**src/rtl/bus_responder.sv**
```systemverilog
// Memory-mapped bus responder: 64-byte window holding an ID word,
// a free-running cycle counter and fourteen scratch registers.
module bus_responder #(
    parameter logic [31:0] BASE_ADDR   = 32'h0001_0000,
    parameter int unsigned WAIT_STATES = 2
) (
    input  logic        i_cpu_clk,
    input  logic        i_rst,
    input  logic        i_bus_clk,
    input  logic        i_bus_we,
    input  logic [31:0] i_bus_addr,
    input  logic [31:0] i_bus_data,
    output logic [31:0] o_bus_data,
    output logic        o_bus_data_ready,
    output logic        o_busy
);

    typedef enum logic [1:0] {
        S_IDLE,
        S_WAIT,
        S_DONE
    } state_t;

    localparam logic [31:0] ID_WORD   = 32'h6583_2B01;
    localparam logic [3:0]  WAIT_INIT = 4'(WAIT_STATES);

    state_t      state_q, state_d;
    logic        strobe_q;
    logic [3:0]  wait_q, wait_d;
    logic [3:0]  idx_q, idx_d;
    logic        we_q, we_d;
    logic [31:0] wdata_q, wdata_d;
    logic [31:0] data_q, data_d;
    logic        ready_q, ready_d;
    logic [31:0] cnt_q, cnt_d;
    logic [31:0] scratch_q [16];
    logic [31:0] scratch_d [16];
    logic [31:0] rd_val;
    logic        start;
    logic        hit;
    logic        unused_addr;

    assign unused_addr = ^i_bus_addr[1:0];
    assign start = i_bus_clk && !strobe_q;
    assign hit   = i_bus_addr[31:6] == BASE_ADDR[31:6];

    always_comb begin
        unique case (idx_q)
            4'd0:    rd_val = ID_WORD;
            4'd1:    rd_val = cnt_q;
            default: rd_val = scratch_q[idx_q];
        endcase
    end

    always_comb begin
        state_d   = state_q;
        wait_d    = wait_q;
        idx_d     = idx_q;
        we_d      = we_q;
        wdata_d   = wdata_q;
        data_d    = data_q;
        ready_d   = ready_q;
        cnt_d     = cnt_q + 32'd1;
        scratch_d = scratch_q;
        unique case (state_q)
            S_IDLE: begin
                if (start && hit) begin
                    idx_d   = i_bus_addr[5:2];
                    we_d    = i_bus_we;
                    wdata_d = i_bus_data;
                    wait_d  = WAIT_INIT;
                    state_d = S_WAIT;
                end
            end
            S_WAIT: begin
                if (!i_bus_clk) begin
                    state_d = S_IDLE;
                end else if (wait_q != 4'd0) begin
                    wait_d = wait_q - 4'd1;
                end else begin
                    ready_d = 1'b1;
                    state_d = S_DONE;
                    // Index 0 is read-only; the write is still acked.
                    if (we_q) begin
                        if (idx_q == 4'd1) begin
                            cnt_d = wdata_q;
                        end else if (idx_q >= 4'd2) begin
                            scratch_d[idx_q] = wdata_q;
                        end
                    end else begin
                        data_d = rd_val;
                    end
                end
            end
            S_DONE: begin
                if (!i_bus_clk) begin
                    ready_d = 1'b0;
                    state_d = S_IDLE;
                end
            end
            default: state_d = S_IDLE;
        endcase
    end

    always_ff @(posedge i_cpu_clk or posedge i_rst) begin
        if (i_rst) begin
            state_q   <= S_IDLE;
            strobe_q  <= 1'b0;
            wait_q    <= 4'd0;
            idx_q     <= 4'd0;
            we_q      <= 1'b0;
            wdata_q   <= 32'd0;
            data_q    <= 32'd0;
            ready_q   <= 1'b0;
            cnt_q     <= 32'd0;
            scratch_q <= '{default: 32'd0};
        end else begin
            state_q   <= state_d;
            strobe_q  <= i_bus_clk;
            wait_q    <= wait_d;
            idx_q     <= idx_d;
            we_q      <= we_d;
            wdata_q   <= wdata_d;
            data_q    <= data_d;
            ready_q   <= ready_d;
            cnt_q     <= cnt_d;
            scratch_q <= scratch_d;
        end
    end

    assign o_bus_data       = data_q;
    assign o_bus_data_ready = ready_q;
    assign o_busy           = state_q != S_IDLE;

endmodule

```
**config.mk**
```make
export PLATFORM = sky130hd
export DESIGN_NAME = bus_responder
export DESIGN_NICKNAME = d
export VERILOG_FILES = /design/src/rtl/bus_responder.sv
export SDC_FILE = /design/constraint.sdc
export NUM_CORES = 1
export LEC_CHECK = 0
export ABC_AREA = 0
export BUFFER_PORTS_ARGS = -buffer_cell sky130_fd_sc_hd__buf_2
export CAP_MARGIN = 10
export CELL_PAD_IN_SITES_DETAIL_PLACEMENT = 2
export CELL_PAD_IN_SITES_GLOBAL_PLACEMENT = 2
export CORE_MARGIN = 10
export CORE_UTILIZATION = 35
export CTS_CLUSTER_DIAMETER = 60
export DETAILED_ROUTE_END_ITERATION = 7
export GPL_TIMING_DRIVEN = 0
export PLACE_DENSITY = 0.65
export SKIP_CTS_REPAIR_TIMING = 1
export SLEW_MARGIN = 20
export SYNTH_ARGS = -nofsm -noshare
export SYNTH_HDL_FRONTEND = slang
export SYNTH_SLANG_ARGS = --single-unit
```
**constraint.sdc**
```tcl
create_clock -name i_cpu_clk -period 19.3 [get_ports i_cpu_clk]
set_clock_uncertainty 0.15 [all_clocks]
set_input_delay 3.86 -clock i_cpu_clk [delete_from_list [all_inputs] [get_ports i_cpu_clk]]
set_output_delay 3.86 -clock i_cpu_clk [all_outputs]
set_load 0.02 [all_outputs]
```
==> flow_metrics.env <==
export IMPL_run_status="complete, no violations"
export IMPL_comb_power_share_pct=1.6
export IMPL_initial_core_util_pct=35.46
export IMPL_timing_critical_path_depth=6
export IMPL_hold_path_class="reg2reg"
export IMPL_top_layer="met4"
export IMPL_final_critical_delay_including_setup_and_external_delays_ps=5746
export IMPL_synth_net_count=1934
export IMPL_syn_avg_cell_area_sq_um=13.68
export IMPL_cpLargestDelayFamily="buffers and inverters"
export IMPL_max_clock_freq_mhz=174.1
export IMPL_htree_levels=3
export IMPL_synth_async_reset_ratio_pct=100.0
export IMPL_layout_commonest_cell="sky130_fd_sc_hd__dfrtp_1"
export IMPL_reg2reg_to="o_bus_data[15]"
export IMPL_critPathKind="in2reg"
export IMPL_number_of_clock_buffers_inserted_by_tritoncts=70
export IMPL_worst_slew_pin_slew_ps=1187
export IMPL_min_from="o_bus_data_ready"
export IMPL_r2r_setup_slack_ps=16020
export IMPL_critical_path_reg2reg_startpoint="idx_q[1]"
export IMPL_critical_path_endpoint="scratch_q[364]"
export IMPL_row_count=98
export IMPL_relSlewSlack_pct=20.84
export IMPL_p_sw_uw=548.0
export IMPL_worst_path_cell_trace="buf_2 > and3_1 > buf_6 > nand4_1 > clkbuf_1 > mux2_2"
export IMPL_routedLengthMet1_um=39500
export IMPL_ys_seq_elements=557
export IMPL_dieHeight_um=289.8
export IMPL_clk_insertion_delay_late_ps=620
export IMPL_number_of_synthesized_flops_with_an_enable_pin=0
export IMPL_grt_usage_pct=21.37
export IMPL_detailroute_wirelength_met3_um=2690
export IMPL_sequential_share_of_the_synthesized_area_pct=54.71
export IMPL_p_int_mw=2.003
export IMPL_post_dp_hpwl_um=61390
export IMPL_cts_root_buf="sky130_fd_sc_hd__clkbuf_16"
export IMPL_detail_route_wl_per_cell_um=29.85
export IMPL_cp_data_required_time_ps=19640
export IMPL_synth_ff_type="sky130_fd_sc_hd__dfrtp_1"
export IMPL_core_area_sq_mm=0.07185
export IMPL_post_route_drc_count=0
export IMPL_nFillCells=7173
export IMPL_startpoint_type="input port"
export IMPL_cts_sinks=557
export IMPL_hold_viol=0
export IMPL_cap_violations=0
export IMPL_cp_startpoint="i_bus_clk"
export IMPL_power_leakage_nw=14.25
export IMPL_totalWireLength_um=91190
export IMPL_met2WireLength_um=46110
export IMPL_grt_first_pass_wirelength_um=134700
export IMPL_report_final_setup_viol=0
export IMPL_drt_antenna_violating_nets=0
export IMPL_drt_first_pass_iters=5
export IMPL_switching_share_pct=21.48
export IMPL_worst_stage_delay_on_the_critical_path_ps=930
export IMPL_worstPathMaxFanout=10
export IMPL_detail_route_iter0_violations=778
export IMPL_syn_inst=1863
export IMPL_rsz0062_at_grt="no"
export IMPL_power_frac_clock_pct=52.6
export IMPL_area_growth_pct=17.57
export IMPL_cts_buffer_depth=3
export IMPL_finalNetCount=2125
export IMPL_irDropWorstVdd_mv=0.05996
export IMPL_clkTransAtPathRegs_ps=60
export IMPL_portBuffers=99
export IMPL_die_x_um=289.8
export IMPL_number_of_global_route_vias_before_repair=19320
export IMPL_vias_per_cell=5.484
export IMPL_worst_ep_arrival_time_ps=6090
export IMPL_most_common_layout_cells="sky130_fd_sc_hd__dfrtp_1 (557), sky130_fd_sc_hd__mux2_2 (449), sky130_fd_sc_hd__buf_2 (157)"
export IMPL_timing_setup_tns_ps=0
export IMPL_ioPinCount=102
export IMPL_worst_r2r_path_depth=6
export IMPL_number_of_antenna_violations_at_the_first_check_in_global_routing=1
export IMPL_maxSlewViolCount=0
export IMPL_fin_cells=3055
export IMPL_synth_cell_types=50
export IMPL_drive_above_1_share_pct=40.68
export IMPL_crit_path_end_kind="flip-flop"
export IMPL_detailroute_via_count=16750
export IMPL_timing_critical_path_slowest_stage_cell="sky130_fd_sc_hd__clkbuf_1"
export IMPL_power_density_normalized_to_cell_area_mw_per_mm2=85.17
export IMPL_grt_remaining_overflow=0
export IMPL_cp_buffers_inverters=3
export IMPL_routabilityCongestion=0.8179
export IMPL_place_inst=2932
export IMPL_post_route_clock_period_utilization_pct=29.77
export IMPL_yosys_warnings=0
export IMPL_synthesis_area_sq_mm=0.02548
export IMPL_setup_slack_ps=13550
export IMPL_detailedPlace_worstSlack_ps=12940
export IMPL_die_ar_sq_mm=0.08399
export IMPL_clock_tree_from_tritoncts="done"
export IMPL_grt_max_degree=35
export IMPL_seqPwrFrac_pct=45.8
cell type report:
class	instances	area [sq um]	area share, %
Sequential cell	557	13940	46.53
Multi-Input combinational cell	1146	10800	36.06
Clock buffer	107	2116	7.063
Tap cell	950	1189	3.968
Timing Repair Buffer	119	918.4	3.066
Buffer	154	732.0	2.444
Clock inverter	15	230.2	0.7686
Inverter	6	26.28	0.08772
Antenna cell	1	2.502	0.008354
power by group through the flow:
| stage | Combinational (mW) | Clock [mW] | Sequential [mW] |
|---|---|---|---|
| after floorplan | 0.0174 | 0 | 1.19 |
| after global placement | 0.0315 | 0 | 1.19 |
| after detailed placement | 0.0429 | 0 | 1.19 |
| after CTS | 0.0428 | 1.37 | 1.17 |
| after global routing | 0.0468 | 1.42 | 1.17 |
| final | 0.0410 | 1.34 | 1.17 |
per-layer routing:
metal | global-route usage (%) | up-vias
li1 | - | 7152
met1 | 26.74 | 9164
met2 | 37.41 | 290
met3 | 2.930 | 147
met4 | 7.050 | 0
met5 | 0 | -
sequential cells by signal, summed over array words and instances (netlist names):
| register | flops |
|---|---|
| we_q | 1 |
| idx_q | 4 |
| o_bus_data | 32 |
| wdata_q | 32 |
| scratch_q | 448 |
| o_bus_data_ready | 1 |
| cnt_q | 32 |
| state_q | 2 |
| strobe_q | 1 |
| wait_q | 4 |
stage by stage:
step | total power [mW] | utilization (%) | area [sq um] | hold slack (ps)
after global placement | 1.223 | 37.81 | 27170 | 310.8
final | 2.551 | 41.69 | 29960 | 330.1
after detailed placement | 1.232 | 38.42 | 27610 | 310.2
after CTS | 2.586 | 41.68 | 29950 | 333.6
after global routing | 2.638 | 41.69 | 29950 | 349.4
after floorplan | 1.208 | - | 25480 | 302.2
synthesized netlist by cell type, types with 5 or more instances:
cell	n	area, sq um
sky130_fd_sc_hd__buf_2	57	285.3
sky130_fd_sc_hd__nor4_1	9	56.30
sky130_fd_sc_hd__nand2_1	43	161.4
sky130_fd_sc_hd__o21ai_0	13	65.06
sky130_fd_sc_hd__inv_1	6	22.52
sky130_fd_sc_hd__nor2_1	66	247.7
sky130_fd_sc_hd__xor2_1	24	210.2
sky130_fd_sc_hd__a211oi_1	33	247.7
sky130_fd_sc_hd__nor2b_1	48	300.3
sky130_fd_sc_hd__mux2_2	449	5056
sky130_fd_sc_hd__xnor2_1	8	70.07
sky130_fd_sc_hd__a21oi_1	63	315.3
sky130_fd_sc_hd__a31oi_1	21	131.4
sky130_fd_sc_hd__nand3_1	35	175.2
sky130_fd_sc_hd__mux2_1	11	123.9
sky130_fd_sc_hd__a221oi_1	20	175.2
sky130_fd_sc_hd__mux2_4	60	900.9
sky130_fd_sc_hd__o22ai_1	33	206.5
sky130_fd_sc_hd__clkbuf_1	79	296.5
sky130_fd_sc_hd__nand2b_1	5	31.28
sky130_fd_sc_hd__mux4_2	32	720.7
sky130_fd_sc_hd__buf_6	7	78.83
sky130_fd_sc_hd__mux2i_1	105	1051
sky130_fd_sc_hd__nor3_2	6	60.06
sky130_fd_sc_hd__nand4_1	19	118.9
sky130_fd_sc_hd__dfrtp_1	557	13940
sky130_fd_sc_hd__o211ai_1	10	75.07
sky130_fd_sc_hd__buf_4	6	45.04
worst min path at each step:
stage                        to  cells after the start  slack [ps]
3_5_place_dp     o_bus_data[23]                      2         310
2_1_floorplan    scratch_q[314]                      1         300
3_3_place_gp     scratch_q[314]                      1         310
4_1_cts          o_bus_data[16]                      2         330
6_report       o_bus_data_ready                      1         330
5_1_grt          o_bus_data[16]                      2         350
logic make-up (layout without fill, tap and decap cells):
family,after synthesis,count (layout),share of synthesized area (%)
DFF,557,557,54.71
AOI/OAI and AO/OA,196,196,4.872
other,0,1,0
and+or+nand+nor,258,258,5.417
buffers and inverters,160,401,2.937
xor gates and xnor gates,32,32,1.100
muxes,657,657,30.82
adders and majority gates,3,3,0.1473
No activity file was read; power rests on OpenSTA's default activity.
